## src/rtl/ahb_sram_width_bridge.sv

```systemverilog
// AHB-Lite width bridge: 32-bit upstream slave port to 16-bit downstream master port.
// Byte and halfword transfers pass straight through in one beat. A word transfer is
// split into two halfword beats (low half, then high half), which costs the upstream
// master one stall cycle per word when the downstream side has no wait states.
module ahb_sram_width_bridge #(
  parameter int unsigned W_ADDR = 32
) (
  input  logic              clk,
  input  logic              rst,

  // Upstream (32-bit) slave port
  output logic              ahbls_hready_resp,
  input  logic              ahbls_hready,
  output logic              ahbls_hresp,
  input  logic [W_ADDR-1:0] ahbls_haddr,
  input  logic              ahbls_hwrite,
  input  logic [1:0]        ahbls_htrans,
  input  logic [2:0]        ahbls_hsize,
  input  logic [3:0]        ahbls_hprot,
  input  logic [31:0]       ahbls_hwdata,
  output logic [31:0]       ahbls_hrdata,

  // Downstream (16-bit) master port
  input  logic              ahblm_hready_resp,
  output logic              ahblm_hready,
  input  logic              ahblm_hresp,
  output logic [W_ADDR-1:0] ahblm_haddr,
  output logic              ahblm_hwrite,
  output logic [1:0]        ahblm_htrans,
  output logic [2:0]        ahblm_hsize,
  output logic [3:0]        ahblm_hprot,
  output logic [15:0]       ahblm_hwdata,
  input  logic [15:0]       ahblm_hrdata
);

  localparam logic [1:0] HtransIdle   = 2'b00;
  localparam logic [1:0] HtransNonseq = 2'b10;

  // StSecond: the high-half beat is being issued downstream while the low half is in
  // its data phase.
  typedef enum logic [0:0] {
    StIdle,
    StSecond
  } state_e;

  // Kind of data phase currently pending on the downstream side.
  typedef enum logic [1:0] {
    DpNone,
    DpNarrow,
    DpWordLo,
    DpWordHi
  } dphase_e;

  state_e            state_q;
  dphase_e           dphase_q;
  logic              dp_addr1_q;   // haddr[1] of a narrow transfer, selects the write lane
  logic [15:0]       rdata_lo_q;   // low half of a word read
  logic [W_ADDR-1:0] sec_addr_q;   // address of the high-half beat (bit1 already set)
  logic              sec_write_q;
  logic [3:0]        sec_prot_q;

  logic              us_word;
  logic              us_accept;
  logic [W_ADDR-1:0] us_addr_lo;
  logic [W_ADDR-1:0] us_addr_hi;

  assign us_word    = (ahbls_hsize == 3'd2);
  assign us_accept  = ahbls_htrans[1] & ahbls_hready & ahblm_hready_resp;
  assign us_addr_lo = {ahbls_haddr[W_ADDR-1:2], 1'b0, ahbls_haddr[0]};
  assign us_addr_hi = {ahbls_haddr[W_ADDR-1:2], 1'b1, ahbls_haddr[0]};

  // Split FSM plus data-phase bookkeeping; reset discards any half-finished split.
  always_ff @(posedge clk) begin
    if (rst) begin
      state_q     <= StIdle;
      dphase_q    <= DpNone;
      dp_addr1_q  <= 1'b0;
      rdata_lo_q  <= 16'h0000;
      sec_addr_q  <= '0;
      sec_write_q <= 1'b0;
      sec_prot_q  <= 4'h0;
    end else begin
      unique case (state_q)
        StIdle: begin
          // Address phase passes through; it is accepted when downstream is ready.
          if (ahblm_hready_resp) begin
            if (us_accept) begin
              dp_addr1_q <= ahbls_haddr[1];
              if (us_word) begin
                dphase_q    <= DpWordLo;
                state_q     <= StSecond;
                sec_addr_q  <= us_addr_hi;
                sec_write_q <= ahbls_hwrite;
                sec_prot_q  <= ahbls_hprot;
              end else begin
                dphase_q <= DpNarrow;
              end
            end else begin
              dphase_q <= DpNone;
            end
          end
        end
        StSecond: begin
          if (ahblm_hready_resp) begin
            // Low half done and high-half address accepted in the same edge.
            state_q    <= StIdle;
            dphase_q   <= DpWordHi;
            rdata_lo_q <= ahblm_hrdata;
          end else if (ahblm_hresp) begin
            // First cycle of an error on the low half: drop the high half. The data
            // phase stays DpWordLo so the error's second cycle reaches the master.
            state_q <= StIdle;
          end
        end
        default: state_q <= StIdle;
      endcase
    end
  end

  // Response path back to the upstream master.
  always_comb begin
    ahblm_hready = ahblm_hready_resp;
    ahbls_hresp  = ahblm_hresp;
    // The low half of a word never completes the upstream transfer, except for the
    // second cycle of an error response, which must be passed on unchanged.
    if (dphase_q == DpWordLo && !ahblm_hresp) begin
      ahbls_hready_resp = 1'b0;
    end else begin
      ahbls_hready_resp = ahblm_hready_resp;
    end
    if (dphase_q == DpWordHi) begin
      ahbls_hrdata = {ahblm_hrdata, rdata_lo_q};
    end else begin
      ahbls_hrdata = {ahblm_hrdata, ahblm_hrdata};
    end
  end

  // Downstream address phase: pass-through when idle, bridge-generated in StSecond.
  always_comb begin
    if (state_q == StSecond) begin
      ahblm_htrans = ahblm_hresp ? HtransIdle : HtransNonseq;
      ahblm_haddr  = sec_addr_q;
      ahblm_hsize  = 3'd1;
      ahblm_hwrite = sec_write_q;
      ahblm_hprot  = sec_prot_q;
    end else begin
      ahblm_htrans = ahbls_htrans & {2{ahbls_hready}};
      ahblm_haddr  = us_word ? us_addr_lo : ahbls_haddr;
      ahblm_hsize  = us_word ? 3'd1 : ahbls_hsize;
      ahblm_hwrite = ahbls_hwrite;
      ahblm_hprot  = ahbls_hprot;
    end
  end

  // Downstream write data lane select.
  always_comb begin
    unique case (dphase_q)
      DpWordLo: ahblm_hwdata = ahbls_hwdata[15:0];
      DpWordHi: ahblm_hwdata = ahbls_hwdata[31:16];
      DpNarrow: ahblm_hwdata = dp_addr1_q ? ahbls_hwdata[31:16] : ahbls_hwdata[15:0];
      default:  ahblm_hwdata = ahbls_hwdata[15:0];
    endcase
  end

endmodule

```

## config.mk

```make
export PLATFORM = sky130hd
export DESIGN_NAME = ahb_sram_width_bridge
export DESIGN_NICKNAME = d
export VERILOG_FILES = /design/src/rtl/ahb_sram_width_bridge.sv
export SDC_FILE = /design/constraint.sdc
export NUM_CORES = 1
export LEC_CHECK = 0
export CAP_MARGIN = 20
export CELL_PAD_IN_SITES_DETAIL_PLACEMENT = 0
export CELL_PAD_IN_SITES_GLOBAL_PLACEMENT = 1
export CORE_MARGIN = 2
export CORE_UTILIZATION = 29
export DETAILED_ROUTE_END_ITERATION = 8
export PLACE_DENSITY_LB_ADDON = 0.1
export SETUP_SLACK_MARGIN = 0.2
export SLEW_MARGIN = 20
export SYNTH_ARGS = -nofsm -noshare
export SYNTH_HDL_FRONTEND = slang
export SYNTH_SLANG_ARGS = --single-unit
export TNS_END_PERCENT = 1
```

## constraint.sdc

```tcl
create_clock -name clk -period 3.95 [get_ports clk]
set_input_delay 0.79 -clock clk [delete_from_list [all_inputs] [get_ports clk]]
set_output_delay 0.79 -clock clk [all_outputs]
set_load 0.02 [all_outputs]
```

==> results.cfg, run 1 <==
[layout]
n_antenna_cell = 0
area_growth_pct = 63.3
drive_gt1_share_pct = 17.2
final_cell_mix = clkdlybuf4s50_1, mux2_2, dfxtp_1, o21ai_0, nand2b_1
layout_commonest_cell = clkdlybuf4s50_1
final_cells = 702
nNetsFinal = 649
nFillCells = 1116

[floorplan]
num_rows = 39
io_pins = 188
core_mm2 = 0.0115
start_util_pct = 29.7
dieArea_mm2 = 0.0126
die_height_um = 112
die_w_um = 112

[grt]
grtUsageMet2_pct = 25.9
grt_max_degree = 48
grt_util_met3_pct = 5.40
grt-busiest-layer = met2
grt_pass1_vias = 3160
grt_pass1_wl_um = 16300
grt_usage_pct = 15.8
gr-usage-met1_pct = 20.3
antenna_found_initial = 0
grt_remaining_overflow = 0

[timing]
max_slew.worst_pin.slew_ps = 835
grt_setup_unrepaired = no
fin_tns_setup_ps = 0
relSlewSlack_pct = 44.3
fin_crit_ps = 3270
setup_violations = 0
fin_crit_sh_pct = 82.8
max_freq_mhz = 306
hold_viol_final = 0
skew_ps = 6.20
final_max_slew_viol_count = 0

[clock_tree]
cts_hold_buf = 0
cts-root-buf = clkbuf_16
htree_num_levels = 3
clk_latency_ps = 320
ctsResizeCount = 0
clockBufferDepth = 2
cts_tree = done
cts.sinks = 57
path_clk_slew_ps = 50
cts_buffers = 9
cts_setup_buffers = 0

[yosys]
synth-seq-cells = 57
synth_top_area_cell = dfxtp_1
syn_nets = 494
synth_seq_area_share_pct = 33.5
syn-cell-area_mm2 = 0.00341
synth_warnings = 0
synthesis.instances = 399
syn_area_per_cell_um2 = 8.55
synth_top_cell_area_share_pct = 33.5
ys_top_cells_by_area = dfxtp_1, mux2_2, o21ai_0
synth_cell_types = 30

[placed_design]
gp_congestion = 0.720
dp_hpwl_um = 7200
dp_cells = 686
io_buffers = 187

[power_and_ir_drop]
pwr-share-seq_pct = 32.7
p_comb_share_pct = 20.7
powerDensity_mw_per_mm2 = 320
ir_drop_uv = 193
power_frac_clock_pct = 46.6
leakagePower_nw = 1.99
sw_frac_of_total_pct = 23.2
p_int_mw = 1.37
p_sw_mw = 0.414

[critical_path]
r2r_setup_slack_ps = 2030
required_ps = 3160
start_kind = primary input
cp.arrival_ps = 2480
crit-reg2reg-capture = rdata_lo_q[13]
rr_startpoint = state_q
r2r.worst_path.cells = 4
crit_type = primary input to output pin
path_max_fanout = 17
cp-end-kind = output pin

[drt]
vias = 3258
detail_route.drc_violations = 0
first_iter_violations = 144
avgRoutedWirePerCell_um = 14.8
drtPass1Iterations = 6
drtAntennaViolNets = 0
routed_wl_um = 10400
via_per_inst = 4.64

[job]
max_cap_violations = 0

[hold_path]
hold_depth = 2
min_path_type = flop to flop
whs_endpoint = rdata_lo_q[6]
holdCritStartpoint = rdata_lo_q[6]

[run_status]
status = finished, final reports clean
==> through the flow <==
stage          hold WS, ps  setup slack, ps  utilization, %  power [mW]  instance area [um2]
5_1_grt                469              630            48.6        1.85                 5570
2_1_floorplan          433             1370               -       0.759                 3410
4_1_cts                453              671            48.6        1.81                 5570
6_report               450              679            48.6        1.78                 5570
3_3_place_gp           440              674            45.7       0.965                 5240
3_5_place_dp           446              666            45.7       0.965                 5240
==> metal layers <==
layer / vias to the layer above / share of wire (%)
li1: 1651 / -
met1: 1495 / 46
met2: 106 / 48
met3: 6 / 6.1
met4: 0 / 0.69
met5: - / 0
==> worst max-delay path by stage <==
stage | startpoint | end | depth (start not counted)
floorplan | ahbls_hsize[1] | ahblm_hsize[1] | 3
global placement | ahbls_hsize[1] | ahblm_haddr[1] | 5
detailed placement | ahbls_hsize[1] | ahblm_haddr[1] | 5
CTS | ahbls_hsize[1] | ahblm_haddr[1] | 5
global route | ahbls_hsize[1] | ahblm_haddr[1] | 5
finish | ahbls_hsize[1] | ahblm_haddr[1] | 5
==> cells in the mapped netlist (all sizes together) <==
| library cell | instances |
|---|---|
| a211oi | 1 |
| a21oi | 17 |
| a31oi | 1 |
| and2 | 1 |
| and3b | 1 |
| buf | 31 |
| clkbuf | 19 |
| dfxtp | 57 |
| inv | 3 |
| mux2 | 68 |
| mux2i | 1 |
| nand2 | 37 |
| nand2b | 39 |
| nand3 | 1 |
| nand4b | 1 |
| nor2 | 3 |
| nor2b | 37 |
| nor3b | 1 |
| o21ai | 76 |
| o221a | 1 |
| o31a | 1 |
| or2 | 1 |
| or3b | 1 |
==> flip-flops by register name, summed over array words and instances, names as in the netlist <==
signal and flops:
dp_addr1_q 1, sec_write_q 1, state_q 1, sec_addr_q 32
dphase_q 2, sec_prot_q 4, rdata_lo_q 16
==> worst max-delay path, cell delays in order <==
cell and delay (ps):
clkdlybuf4s50_1 470, or3b_4 480, nand2_1 100, o21ai_0 80, clkdlybuf4s50_1 560
==> layout make-up <==
type | count | area (um2) | area share, %
inverter | 3 | 11.3 | 0.202
multi-input combinational | 289 | 1960 | 35.3
sequential | 57 | 1140 | 20.5
timing repair buffer | 194 | 1940 | 34.9
clock inverter | 1 | 30.0 | 0.539
tap | 143 | 179 | 3.21
clock buffer | 15 | 298 | 5.35
==> cells by family (layout without fill, tap and decap cells) <==
| kind of cell | count (synthesis) | in the layout | synth area share [%] |
|---|---|---|---|
| flops | 57 | 57 | 33.5 |
| mux | 69 | 69 | 22.8 |
| simple gates | 123 | 123 | 19.9 |
| compound gates | 97 | 97 | 14.9 |
| buf+inv | 53 | 213 | 8.95 |
==> power groups by stage <==
stage               clock (mW)  sequential [mW]  combinational (mW)
floorplan                    0            0.593               0.165
global placement             0            0.595               0.370
detailed placement           0            0.595               0.370
CTS                      0.852            0.583               0.373
global route             0.876            0.583               0.391
finish                   0.829            0.583               0.368
Power figures use the tool's default switching activity.
==> run 2: changes to the inputs <==
Settings changed: CORE_UTILIZATION 29 to 25.
Clock period 3.95 ns to 2.91 ns, I/O delays scaled along.
==> results.cfg, run 2 (same netlist as run 1, synthesis figures left out) <==
[placed_design]
dp_hpwl_um = 7520
dp_cells = 722
place_area_mm2 = 0.00530
gp_congestion = 0.691
io_buffers = 187

[layout]
nFillCells = 1331
final_cell_mix = clkdlybuf4s50_1, mux2_2, dfxtp_1, o21ai_0, nand2b_1
largest_reg_flops = 32
n_antenna_cell = 0
final_cells = 737
biggestRegsByFlops = sec_addr_q: 32 flops, rdata_lo_q: 16 flops, sec_prot_q: 4 flops
regMostFlops = sec_addr_q
layout_commonest_cell = clkdlybuf4s50_1
ff_latch_area_mm2 = 0.00114
stdcell_area_mm2 = 0.00560
nNetsFinal = 652
fin_util_pct = 42.1
multiInputGateArea_mm2 = 0.00196
area_growth_pct = 64.3
drive_gt1_share_pct = 17.5

[power_and_ir_drop]
powerDensity_mw_per_mm2 = 419
p_int_mw = 1.78
power_frac_clock_pct = 44.9
p_comb_share_pct = 21.4
leakagePower_nw = 2.00
ir_drop_uv = 259
p_sw_mw = 0.571
pwr-share-seq_pct = 33.7
sw_frac_of_total_pct = 24.3

[clock_tree]
htree_num_levels = 3
clk_latency_ps = 320
cts.sinks = 57
cts-root-buf = clkbuf_16
cts_tree = done
path_clk_slew_ps = 50
cts_setup_buffers = 0
cts_buffers = 9
clockBufferDepth = 2
cts_hold_buf = 0

[grt]
gr-usage-met1_pct = 18.4
grt_usage_pct = 14.4
grt_max_degree = 41
grtUsageMet2_pct = 23.5
grt-busiest-layer = met2
grt_pass1_vias = 3216
grt_remaining_overflow = 0
grt_pass1_wl_um = 16700
grt_util_met3_pct = 4.29
antenna_found_initial = 0

[timing]
fin_hold_ws_ps = 451
grt_setup_unrepaired = yes
final_max_slew_viol_count = 0
skew_ps = 5.11
fin_crit_ps = 2620
relSlewSlack_pct = 56.1
setup_violations = 0
max_freq_mhz = 382
fin_tns_setup_ps = 0
max_slew.worst_pin.slew_ps = 658
fin_crit_sh_pct = 90.0
hold_viol_final = 0

[critical_path]
crit_chain = clkdlybuf4s50_1 -> o31a_1 -> clkdlybuf4s50_1
cpMaxStageDelayCell = clkdlybuf4s50_1
path_max_fanout = 8
start_kind = primary input
max_stage_delay_ps = 640
crit_type = primary input to output pin
cp.arrival_ps = 2040
required_ps = 2330
cp-end-kind = output pin
crit_top_cell = clkdlybuf4s50_1

[drt]
avgRoutedWirePerCell_um = 14.5
drtPass1Iterations = 4
detail_route.drc_violations = 0
via_per_inst = 4.42
vias = 3258
routed_wl_um = 10700
drtAntennaViolNets = 0
first_iter_violations = 119

[floorplan]
die_w_um = 121
dieArea_mm2 = 0.0146
num_rows = 42
core_mm2 = 0.0133
die_height_um = 121
start_util_pct = 25.6
io_pins = 188

[run_status]
status = finished, final reports clean

[job]
max_cap_violations = 0

[hold_path]
min_path_type = flop to flop
==> run 2: final timing paths <==
check | from | to | slack (ps) | cells past startpoint
max | ahblm_hready_resp | ahbls_hready_resp | 290 | 3
min reg2reg | rdata_lo_q[2] | rdata_lo_q[2] | 450 | 2
max reg2reg | state_q | dp_addr1_q | 1370 | 4
min | rdata_lo_q[2] | rdata_lo_q[2] | 450 | 2
==> run 2: worst max-delay path, delay by kind of cell <==
family,cells,cell delay (ps)
buffers and inverters,2,1250
AOI/OAI and AO/OA,1,200
==> run 2: cell type report <==
type                            count  area share [%]
Timing Repair Buffer              197            35.1
Tap cell                          176            3.93
Inverter                            3           0.201
Multi-Input combinational cell    289            35.0
Sequential cell                    57            20.4
Clock buffer                       12            4.58
Clock inverter                      3           0.715
==> run 2: metal layers <==
layer | up-vias | share of wire, %
li1 | 1658 | -
met1 | 1491 | 46
met2 | 102 | 46
met3 | 7 | 7.0
met4 | 0 | 0.83
met5 | - | 0
==> run 2: through the flow <==
stage	total power, mW	setup WS, ps
CTS	2.39	170
global placement	1.31	46.9
floorplan	1.03	743
detailed placement	1.32	44.6
global route	2.45	192
finish	2.35	292
==> run 2: repair_timing <==
item                                    4_1_cts  5_1_grt
endpoints found under the setup margin        2        2
resized for setup                             1        1
endpoints found under the hold margin         0        0
==> run 2: power by group through the flow <==
| stage | Sequential [mW] | Combinational, mW | Clock, mW |
|---|---|---|---|
| 2_1_floorplan | 0.805 | 0.224 | 0 |
| 3_3_place_gp | 0.807 | 0.508 | 0 |
| 3_5_place_dp | 0.807 | 0.508 | 0 |
| 4_1_cts | 0.790 | 0.511 | 1.09 |
| 5_1_grt | 0.791 | 0.535 | 1.12 |
| 6_report | 0.791 | 0.502 | 1.06 |
==> run 3: changes to the inputs <==
Settings changed: CORE_UTILIZATION 25 to 27, TNS_END_PERCENT 1 to 50.
Clock period 2.91 ns to 3 ns, I/O delays scaled along.
==> results.cfg, run 3 (same netlist as run 1, synthesis figures left out) <==
[job]
max_cap_violations = 0

[clock_tree]
cts_tree = done
cts_buffers = 9
cts-root-buf = clkbuf_16
htree_num_levels = 3
path_clk_slew_ps = 50
cts_hold_buf = 0
cts_setup_buffers = 0
cts.sinks = 57
clockBufferDepth = 2
clk_latency_ps = 310

[critical_path]
crit_top_cell = clkdlybuf4s50_1
max_stage_delay_ps = 540
required_ps = 2400
r2r.worst_path.cells = 4
cp.arrival_ps = 2170
cp-end-kind = output pin
crit-reg2reg-capture = state_q
crit_type = primary input to output pin
r2r_setup_slack_ps = 1500
start_kind = primary input
crit_chain = clkdlybuf4s50_1 -> or3b_4 -> nor3b_1 -> clkdlybuf4s50_1
cpMaxStageDelayCell = clkdlybuf4s50_1
path_max_fanout = 4
rr_startpoint = state_q

[power_and_ir_drop]
leakagePower_nw = 1.98
powerDensity_mw_per_mm2 = 406
ir_drop_uv = 206

[floorplan]
die_height_um = 116
die_w_um = 116
io_pins = 188
core_mm2 = 0.0125
num_rows = 41
start_util_pct = 27.4
dieArea_mm2 = 0.0135

[timing]
fin_crit_sh_pct = 92.3
fin_tns_setup_ps = 0
relSlewSlack_pct = 55.2
grt_setup_unrepaired = yes
fin_crit_ps = 2770
setup_violations = 0
skew_ps = 4.24
hold_viol_final = 0
max_slew.worst_pin.slew_ps = 672
max_freq_mhz = 361
final_max_slew_viol_count = 0

[grt]
grt_max_degree = 94
grt_pass1_vias = 3050
grt_pass1_wl_um = 15700
grt_remaining_overflow = 0
grt_usage_pct = 14.8
antenna_found_initial = 0

[layout]
nNetsFinal = 651
final_cell_mix = clkdlybuf4s50_1, mux2_2, dfxtp_1, o21ai_0, nand2b_1
drive_gt1_share_pct = 17.3
area_growth_pct = 63.9
final_cells = 732
layout_commonest_cell = clkdlybuf4s50_1
largest_reg_flops = 32
regMostFlops = sec_addr_q
n_antenna_cell = 0
biggestRegsByFlops = sec_addr_q: 32 flops, rdata_lo_q: 16 flops, sec_prot_q: 4 flops

[run_status]
status = finished, final reports clean

[drt]
detail_route.drc_violations = 0
first_iter_violations = 167
drtAntennaViolNets = 0
avgRoutedWirePerCell_um = 14.4
routed_wl_um = 10500
vias = 3248
drtPass1Iterations = 4
via_per_inst = 4.44

[hold_path]
whs_endpoint = rdata_lo_q[2]
hold_depth = 2
min_path_type = flop to flop
holdCritStartpoint = rdata_lo_q[2]

[placed_design]
dp_cells = 717
io_buffers = 187
gp_congestion = 0.726
dp_hpwl_um = 7290
## run 3: worst max path at each step
| stage | cells past startpoint | to | startpoint | slack, ps |
|---|---|---|---|---|
| 2_1_floorplan | 3 | ahblm_hsize[1] | ahbls_hsize[1] | 800 |
| 4_1_cts | 3 | ahblm_haddr[4] | state_q | 210 |
| 5_1_grt | 4 | ahblm_hsize[1] | ahbls_hsize[1] | 170 |
| 3_3_place_gp | 5 | ahblm_haddr[1] | ahbls_hsize[1] | 200 |
| 3_5_place_dp | 5 | ahblm_haddr[1] | ahbls_hsize[1] | 190 |
| 6_report | 4 | ahblm_hsize[1] | ahbls_hsize[1] | 230 |
## run 3: stage by stage
step	util (%)	total power [mW]	setup WS [ps]	hold WS (ps)	instance area, um2
2_1_floorplan	-	0.999	797	433	3410
3_3_place_gp	42.4	1.27	195	439	5290
3_5_place_dp	42.4	1.27	191	444	5290
4_1_cts	44.8	2.31	206	453	5590
5_1_grt	44.8	2.37	170	467	5590
6_report	44.8	2.27	230	450	5590
## run 3: critical path, delay by kind of cell
kind / cells / cell delay, ps
and+or+nand+nor: 2 / 560
buffers and inverters: 2 / 1010
## run 3: what timing repair did
action,4_1_cts,5_1_grt
endpoints found under the setup margin,1,25
gates cloned,0,0
resized for setup,1,1
hold endpoints to repair,0,0
## run 3: where the power goes
| part | total [mW] | internal, mW | switching, mW |
|---|---|---|---|
| registers | 0.767 | 0.763 | 0.00354 |
| logic | 0.486 | 0.280 | 0.206 |
| clock network | 1.02 | 0.680 | 0.335 |
## run 3: layer usage
layer | up-vias | wire (um) | global-route usage, %
li1 | 1662 | - | -
met1 | 1473 | 5040 | 20.8
met2 | 105 | 4640 | 22.4
met3 | 8 | 724 | 3.94
met4 | 0 | 95 | 4.05
met5 | - | 0 | 0
## run 3: final cells by class
type | instances | area (um2)
Clock buffer | 12 | 256
Clock inverter | 3 | 40.0
Fill cell | 1208 | 6880
Inverter | 3 | 11.3
Multi-Input combinational cell | 289 | 1960
Sequential cell | 57 | 1140
Tap cell | 172 | 215
Timing Repair Buffer | 196 | 1960
